**src/rtl/ide_pkg.sv**
```systemverilog
// rtl/ide_pkg.sv - shared IDE command codes, FSM state encodings and command class decode
package ide_pkg;

  localparam logic [7:0] CMD_READ_SECTORS    = 8'h20;
  localparam logic [7:0] CMD_READ_SECTORS_NR = 8'h21;
  localparam logic [7:0] CMD_IDENTIFY        = 8'hEC;
  localparam logic [7:0] CMD_WRITE_SECTORS   = 8'h30;
  localparam logic [7:0] CMD_WRITE_SECTORS_NR = 8'h31;

  localparam int STAT_ERR_BIT = 0;

  typedef enum logic [2:0] {
    ST_IDLE  = 3'd0,
    ST_GET   = 3'd1,
    ST_FILL  = 3'd2,
    ST_STAT  = 3'd3,
    ST_XFER  = 3'd4,
    ST_DRAIN = 3'd5,
    ST_ERROR = 3'd6
  } state_e;

  typedef enum logic [1:0] {
    CLS_NONDATA = 2'd0,
    CLS_READ    = 2'd1,
    CLS_WRITE   = 2'd2
  } cmd_class_e;

  function automatic cmd_class_e decode_class(input logic [7:0] code);
    cmd_class_e cls;
    case (code)
      CMD_READ_SECTORS, CMD_READ_SECTORS_NR, CMD_IDENTIFY: cls = CLS_READ;
      CMD_WRITE_SECTORS, CMD_WRITE_SECTORS_NR:             cls = CLS_WRITE;
      default:                                             cls = CLS_NONDATA;
    endcase
    return cls;
  endfunction

endpackage

```
**src/rtl/ide_timeout.sv**
```systemverilog
// rtl/ide_timeout.sv - ESP32-wait watchdog; expired fires on the TO_LIMIT-th cycle spent waiting
module ide_timeout #(
  parameter int                 TO_BITS  = 24,
  parameter logic [TO_BITS-1:0] TO_LIMIT = '1
) (
  input  logic clk,
  input  logic reset,
  input  logic clear,
  input  logic enable,
  output logic expired
);

  localparam logic [TO_BITS-1:0] LIMIT_M1 = TO_LIMIT - 1'b1;

  logic [TO_BITS-1:0] timer_q;
  logic [TO_BITS-1:0] timer_d;

  always_comb begin
    timer_d = timer_q;
    if (clear) begin
      timer_d = '0;
    end else if (enable && (timer_q != LIMIT_M1)) begin
      timer_d = timer_q + 1'b1;
    end
  end

  // Counting the entry cycle means ERROR lands exactly TO_LIMIT edges after entering the wait state.
  assign expired = enable && (timer_q == LIMIT_M1);

  always_ff @(posedge clk) begin
    if (reset) begin
      timer_q <= '0;
    end else begin
      timer_q <= timer_d;
    end
  end

endmodule

```
**src/rtl/ide_cmd_sequencer.sv**
```systemverilog
// rtl/ide_cmd_sequencer.sv - IDE command FSM between CPU task file and ESP32 SPI side
module ide_cmd_sequencer
  import ide_pkg::*;
#(
  parameter int                 TO_BITS  = 24,
  parameter logic [TO_BITS-1:0] TO_LIMIT = 24'hFFFFFF
) (
  input  logic       clk,
  input  logic       reset,
  input  logic       cmd_wr,
  input  logic [7:0] cmd_code,
  input  logic [7:0] sec_cnt,
  input  logic       cpu_buf_done,
  input  logic       spi_get_done,
  input  logic       spi_rd_done,
  input  logic       spi_wr_done,
  input  logic       spi_put_done,
  input  logic [7:0] spi_stat,
  output logic       bsy,
  output logic       drq,
  output logic       err,
  output logic       irq,
  output logic [2:0] phase
);

  state_e     state_q, state_d;
  cmd_class_e class_q, class_d;
  logic [8:0] remaining_q, remaining_d;
  logic       bsy_q, bsy_d;
  logic       drq_q, drq_d;
  logic       err_q, err_d;
  logic       irq_q, irq_d;
  logic [2:0] phase_q, phase_d;

  logic       to_clear;
  logic       to_enable;
  logic       to_expired;
  logic [8:0] rem_dec;
  logic       unused_stat;

  assign unused_stat = ^spi_stat[7:1];

  assign rem_dec   = (remaining_q != 9'd0) ? remaining_q - 9'd1 : 9'd0;
  assign to_clear  = (state_d != state_q);
  assign to_enable = (state_q == ST_GET) || (state_q == ST_FILL) ||
                     (state_q == ST_STAT) || (state_q == ST_DRAIN);

  ide_timeout #(
    .TO_BITS  (TO_BITS),
    .TO_LIMIT (TO_LIMIT)
  ) u_timeout (
    .clk     (clk),
    .reset   (reset),
    .clear   (to_clear),
    .enable  (to_enable),
    .expired (to_expired)
  );

  always_comb begin
    state_d     = state_q;
    class_d     = class_q;
    remaining_d = remaining_q;
    case (state_q)
      ST_IDLE, ST_ERROR: begin
        if (cmd_wr) begin
          state_d     = ST_GET;
          class_d     = decode_class(cmd_code);
          remaining_d = (sec_cnt == 8'd0) ? 9'd256 : {1'b0, sec_cnt};
        end
      end
      ST_GET: begin
        if (to_expired) begin
          state_d = ST_ERROR;
        end else if (spi_get_done) begin
          case (class_q)
            CLS_READ:  state_d = ST_FILL;
            CLS_WRITE: state_d = ST_XFER;
            default:   state_d = ST_STAT;
          endcase
        end
      end
      ST_FILL: begin
        if (to_expired) begin
          state_d = ST_ERROR;
        end else if (spi_wr_done) begin
          state_d = ST_STAT;
        end
      end
      ST_STAT: begin
        if (to_expired) begin
          state_d = ST_ERROR;
        end else if (spi_put_done) begin
          if (spi_stat[STAT_ERR_BIT]) begin
            state_d = ST_ERROR;
          end else begin
            case (class_q)
              CLS_READ: state_d = ST_XFER;
              CLS_WRITE: begin
                remaining_d = rem_dec;
                state_d     = (rem_dec == 9'd0) ? ST_IDLE : ST_XFER;
              end
              default: state_d = ST_IDLE;
            endcase
          end
        end
      end
      ST_XFER: begin
        if (cpu_buf_done) begin
          case (class_q)
            CLS_READ: begin
              remaining_d = rem_dec;
              state_d     = (rem_dec == 9'd0) ? ST_IDLE : ST_FILL;
            end
            CLS_WRITE: state_d = ST_DRAIN;
            default:   state_d = ST_IDLE;
          endcase
        end
      end
      ST_DRAIN: begin
        if (to_expired) begin
          state_d = ST_ERROR;
        end else if (spi_rd_done) begin
          state_d = ST_STAT;
        end
      end
      default: state_d = ST_IDLE;
    endcase
  end

  // Status outputs are decoded from the next state so they line up with phase after the edge.
  always_comb begin
    bsy_d   = (state_d == ST_GET) || (state_d == ST_FILL) ||
              (state_d == ST_STAT) || (state_d == ST_DRAIN);
    drq_d   = (state_d == ST_XFER);
    err_d   = (state_d == ST_ERROR);
    irq_d   = (state_d == ST_GET) || (state_d == ST_FILL) || (state_d == ST_DRAIN);
    phase_d = state_d;
  end

  always_ff @(posedge clk) begin
    if (reset) begin
      state_q     <= ST_IDLE;
      class_q     <= CLS_NONDATA;
      remaining_q <= 9'd0;
      bsy_q       <= 1'b0;
      drq_q       <= 1'b0;
      err_q       <= 1'b0;
      irq_q       <= 1'b0;
      phase_q     <= 3'd0;
    end else begin
      state_q     <= state_d;
      class_q     <= class_d;
      remaining_q <= remaining_d;
      bsy_q       <= bsy_d;
      drq_q       <= drq_d;
      err_q       <= err_d;
      irq_q       <= irq_d;
      phase_q     <= phase_d;
    end
  end

  assign bsy   = bsy_q;
  assign drq   = drq_q;
  assign err   = err_q;
  assign irq   = irq_q;
  assign phase = phase_q;

endmodule

```
**config.mk**
```make
export PLATFORM = sky130hd
export DESIGN_NAME = ide_cmd_sequencer
export DESIGN_NICKNAME = d
export VERILOG_FILES = /design/src/rtl/ide_pkg.sv /design/src/rtl/ide_timeout.sv /design/src/rtl/ide_cmd_sequencer.sv
export SDC_FILE = /design/constraint.sdc
export NUM_CORES = 1
export LEC_CHECK = 0
export BUFFER_PORTS_ARGS = -buffer_cell sky130_fd_sc_hd__clkbuf_2
export CAP_MARGIN = 20
export CORE_ASPECT_RATIO = 0.7
export CORE_MARGIN = 5
export CORE_UTILIZATION = 41
export CTS_CLUSTER_DIAMETER = 40
export CTS_CLUSTER_SIZE = 25
export DETAILED_ROUTE_END_ITERATION = 12
export SYNTH_ARGS = -nofsm -noshare
export SYNTH_HDL_FRONTEND = slang
export SYNTH_SLANG_ARGS = --single-unit
```
**constraint.sdc**
```tcl
create_clock -name clk -period 2.4 [get_ports clk]
set_input_delay 0.36 -clock clk [delete_from_list [all_inputs] [get_ports clk]]
set_output_delay 0.36 -clock clk [all_outputs]
set_load 0.01 [all_outputs]
```
==> impl_metrics.yaml <==
run_status:
  outcome: "complete, no violations"
clock_network:
  clk_latency_ps: 290
  clk_pin_slew_ps: 90
  numCtsBuffers: 5
  clockRootBuffer: "clkbuf_8"
  cts.sinks: 42
  h-tree-depth: 2
  cts_tree: "built"
  cts_buffer_depth: 2
global_route:
  grt_max_degree: 21
  grt_usage: 0.168
  antenna_found_initial: 0
  grt_pass1_wl_um: 10300
  grt_overflow: 0
  grt_pass1_vias: 2163
final_layout:
  instances_no_fill: 447
  finalInstanceArea_um2: 2960
  drive_gt1_frac: 0.199
  n_antenna_cell: 0
  final_util: 0.510
  syn_to_final_growth_pct: 19.0
  nets: 408
setup_path:
  crit_fanout: 8
  r2r_cells: 10
  slowest_stage: "a2111o_1"
  cp.required_ps: 2630
  worstPathCellList: "inv_1, ha_1, buf_4, and3b_1, o2bb2ai_1, a22o_1, a2111o_1, and3_4, nand3b_1, a21oi_2"
  rr_startpoint: "remaining_q[1]$_SDFFE_PP0P_"
  timing.rr.end: "irq$_SDFF_PP0_"
  cp.arrival_ps: 2510
  path_class: "reg2reg"
  endpoint_kind: "register"
  rrSetupSlack_ps: 120
  slowest_delay_ps: 400
  crit_path_start_kind: "register"
yosys:
  synth-edff-count: 0
  async_flop_share: 0
  synth_ff_type: "dfxtp_1"
  syn_inst: 325
  syn-cell-area_um2: 2490
  ys_ff_latch: 42
  ys_types: 55
  yosysSeqAreaShare: 0.338
  ys_warn_count: 0
  syn-num-nets: 362
  syn_avg_cell_area_um2: 7.66
placement:
  dp_slack_ps: 96.0
  io_buffers: 31
  placed_cell_area_um2: 2830
  gp_congestion: 0.892
  hpwl_um: 4590
  dp.cells: 437
run:
  maxCapViolCount: 0
die:
  die_h_um: 75.2
  row_count: 23
  start_util: 0.428
  core_area_um2: 5810
  die_w_um: 103
  fp.dieArea_um2: 7760
  io_pins: 39
sta:
  drv_slew: 0
  setup_viol: 0
  tightest_slew_ps: 460
  period_needed_ps: 2280
  max_freq_ghz: 0.439
  hold_violations: 0
  slew_headroom: 0.692
  fin_crit_sh: 0.949
  fin_skew_ps: 9.42
  worst_slack_ps: 122
detailed_routing:
  routed_wl_um: 6070
  firstDrtPassIters: 4
  wire_per_inst_um: 13.6
  ant_nets: 0
  first_iter_violations: 139
  via_per_inst: 5.26
  vias: 2349
  drc: 0
power:
  vdd_ir_drop_max_uv: 244
  power_density_nw_per_um2: 563
  p_leak_nw: 1.05
  finalPower_mw: 1.67
hold_path:
  hold_path_depth: 4
  min_to: "class_q[0]$_SDFFE_PP0P_"
  min_from: "cmd_code[1]"
  min_path_type: "in2reg"
how the worst max path moves through the flow:
stage	from	endpoint	slack [ps]	cells after the start
2_1_floorplan	remaining_q[0]$_SDFFE_PP0P_	remaining_q[1]$_SDFFE_PP0P_	130	10
3_3_place_gp	remaining_q[1]$_SDFFE_PP0P_	remaining_q[1]$_SDFFE_PP0P_	90	9
3_5_place_dp	remaining_q[1]$_SDFFE_PP0P_	u_timeout.timer_q[23]$_SDFFE_PP0P_	100	11
4_1_cts	remaining_q[1]$_SDFFE_PP0P_	u_timeout.timer_q[23]$_SDFFE_PP0P_	60	10
5_1_grt	remaining_q[1]$_SDFFE_PP0P_	u_timeout.timer_q[1]$_SDFFE_PP0P_	-6	11
6_report	remaining_q[1]$_SDFFE_PP0P_	irq$_SDFF_PP0_	120	10
worst max-delay path: cells and delay by family, from the launching register on:
family,cells,cell delay (ps)
simple gates,3,570
buf+inv,2,240
flops,1,330
compound gates,4,920
fa+ha+maj,1,160
through the flow:
stage,hold WS (ps),TNS (ps)
2_1_floorplan,436,0
3_3_place_gp,456,0
3_5_place_dp,463,0
4_1_cts,368,0
5_1_grt,407,-12.2
6_report,373,0
synth_stat cells (2+ instances only):
library cell | count | area, um^2
nor3_1 | 12 | 60.1
or3_1 | 2 | 12.5
o2111ai_1 | 2 | 17.5
o2bb2ai_1 | 2 | 17.5
nor4_4 | 2 | 42.5
nand3b_1 | 2 | 15.0
a31oi_1 | 2 | 12.5
o21ai_0 | 10 | 50.1
nand2_1 | 25 | 93.8
o32ai_1 | 2 | 17.5
a22o_1 | 2 | 17.5
mux2i_1 | 4 | 40.0
inv_1 | 16 | 60.1
nor2_1 | 62 | 233
buf_2 | 3 | 15.0
a32oi_1 | 2 | 17.5
nand3_1 | 9 | 45.0
xor2_1 | 6 | 52.6
nand2b_1 | 7 | 43.8
a211oi_1 | 6 | 45.0
clkbuf_1 | 8 | 30.0
nor4b_1 | 2 | 17.5
dfxtp_1 | 42 | 841
a21oi_1 | 20 | 100
or2_2 | 4 | 25.0
nand4_1 | 9 | 56.3
nor2b_1 | 7 | 43.8
nor4_1 | 5 | 31.3
ha_1 | 5 | 62.6
o211ai_1 | 5 | 37.5
xnor2_1 | 15 | 131
nand4b_1 | 2 | 17.5
cells in the final DEF (no fill, tap or decap), types with 2 or more instances in the layout:
master      netlist  routed
nor2_1           62      62
dfxtp_1          42      40
clkbuf_2          0      31
nand2_1          25      25
a21oi_1          20      19
buf_4             1      17
inv_1            16      16
xnor2_1          15      15
nor3_1           12      12
o21ai_0          10      10
nand4_1           9       9
nand3_1           9       9
nand2b_1          7       7
nor2b_1           7       7
xor2_1            6       6
a211oi_1          6       6
nor4_1            5       5
o211ai_1          5       5
ha_1              5       5
clkbuf_8          0       5
or2_2             4       4
mux2i_1           4       4
nor4_4            2       2
or3_1             2       2
o32ai_1           2       2
a32oi_1           2       2
o2111ai_1         2       2
nor4b_1           2       2
o2bb2ai_1         2       2
a22o_1            2       2
nand4b_1          2       2
nand3b_1          2       2
clkinvlp_4        0       2
dfxtp_2           0       2
logic make-up after synthesis:
logic type,Yosys count,synth area share
DFF,42,0.338
adders and majority gates,5,0.0251
and+or+nand+nor,159,0.326
AOI/OAI and AO/OA,66,0.176
muxes,4,0.0161
buffers and inverters,28,0.0452
xor gates and xnor gates,21,0.0739
final cells by class:
| class | count | area (um^2) |
|---|---|---|
| flip-flops and latches | 42 | 843 |
| multi-input cells | 255 | 1560 |
| clock inverters | 3 | 23.8 |
| fillers | 587 | 2850 |
| inverters | 16 | 60.1 |
| well taps | 75 | 93.8 |
| clock buffers | 5 | 68.8 |
| repair buffers | 51 | 319 |
where the power goes:
group	switching, mW	internal (mW)	leakage, nW	total [mW]
clock	0.273	0.208	0.0408	0.481
combinational	0.227	0.201	0.670	0.428
sequential	0.0344	0.725	0.341	0.759
total	0.534	1.13	1.05	1.67
per-layer routing:
metal / global-route usage / part of all wire
met5: 0 / 0
met4: 0.0388 / 0.0048
met3: 0.0398 / 0.062
met2: 0.222 / 0.38
met1: 0.268 / 0.55
state kept, by name (all words and copies together), names as in the netlist:
register           cells
u_timeout.timer_q     24
remaining_q            9
phase                  3
class_q                2
bsy                    1
drq                    1
err                    1
irq                    1
repair_timing:
item / CTS / global route
resized for setup: 0 / 8
endpoints found under the setup margin: 0 / 25
buffers inserted: 0 / 1
hold buffers: 0 / 0
No activity file was read; power rests on OpenSTA's default activity.
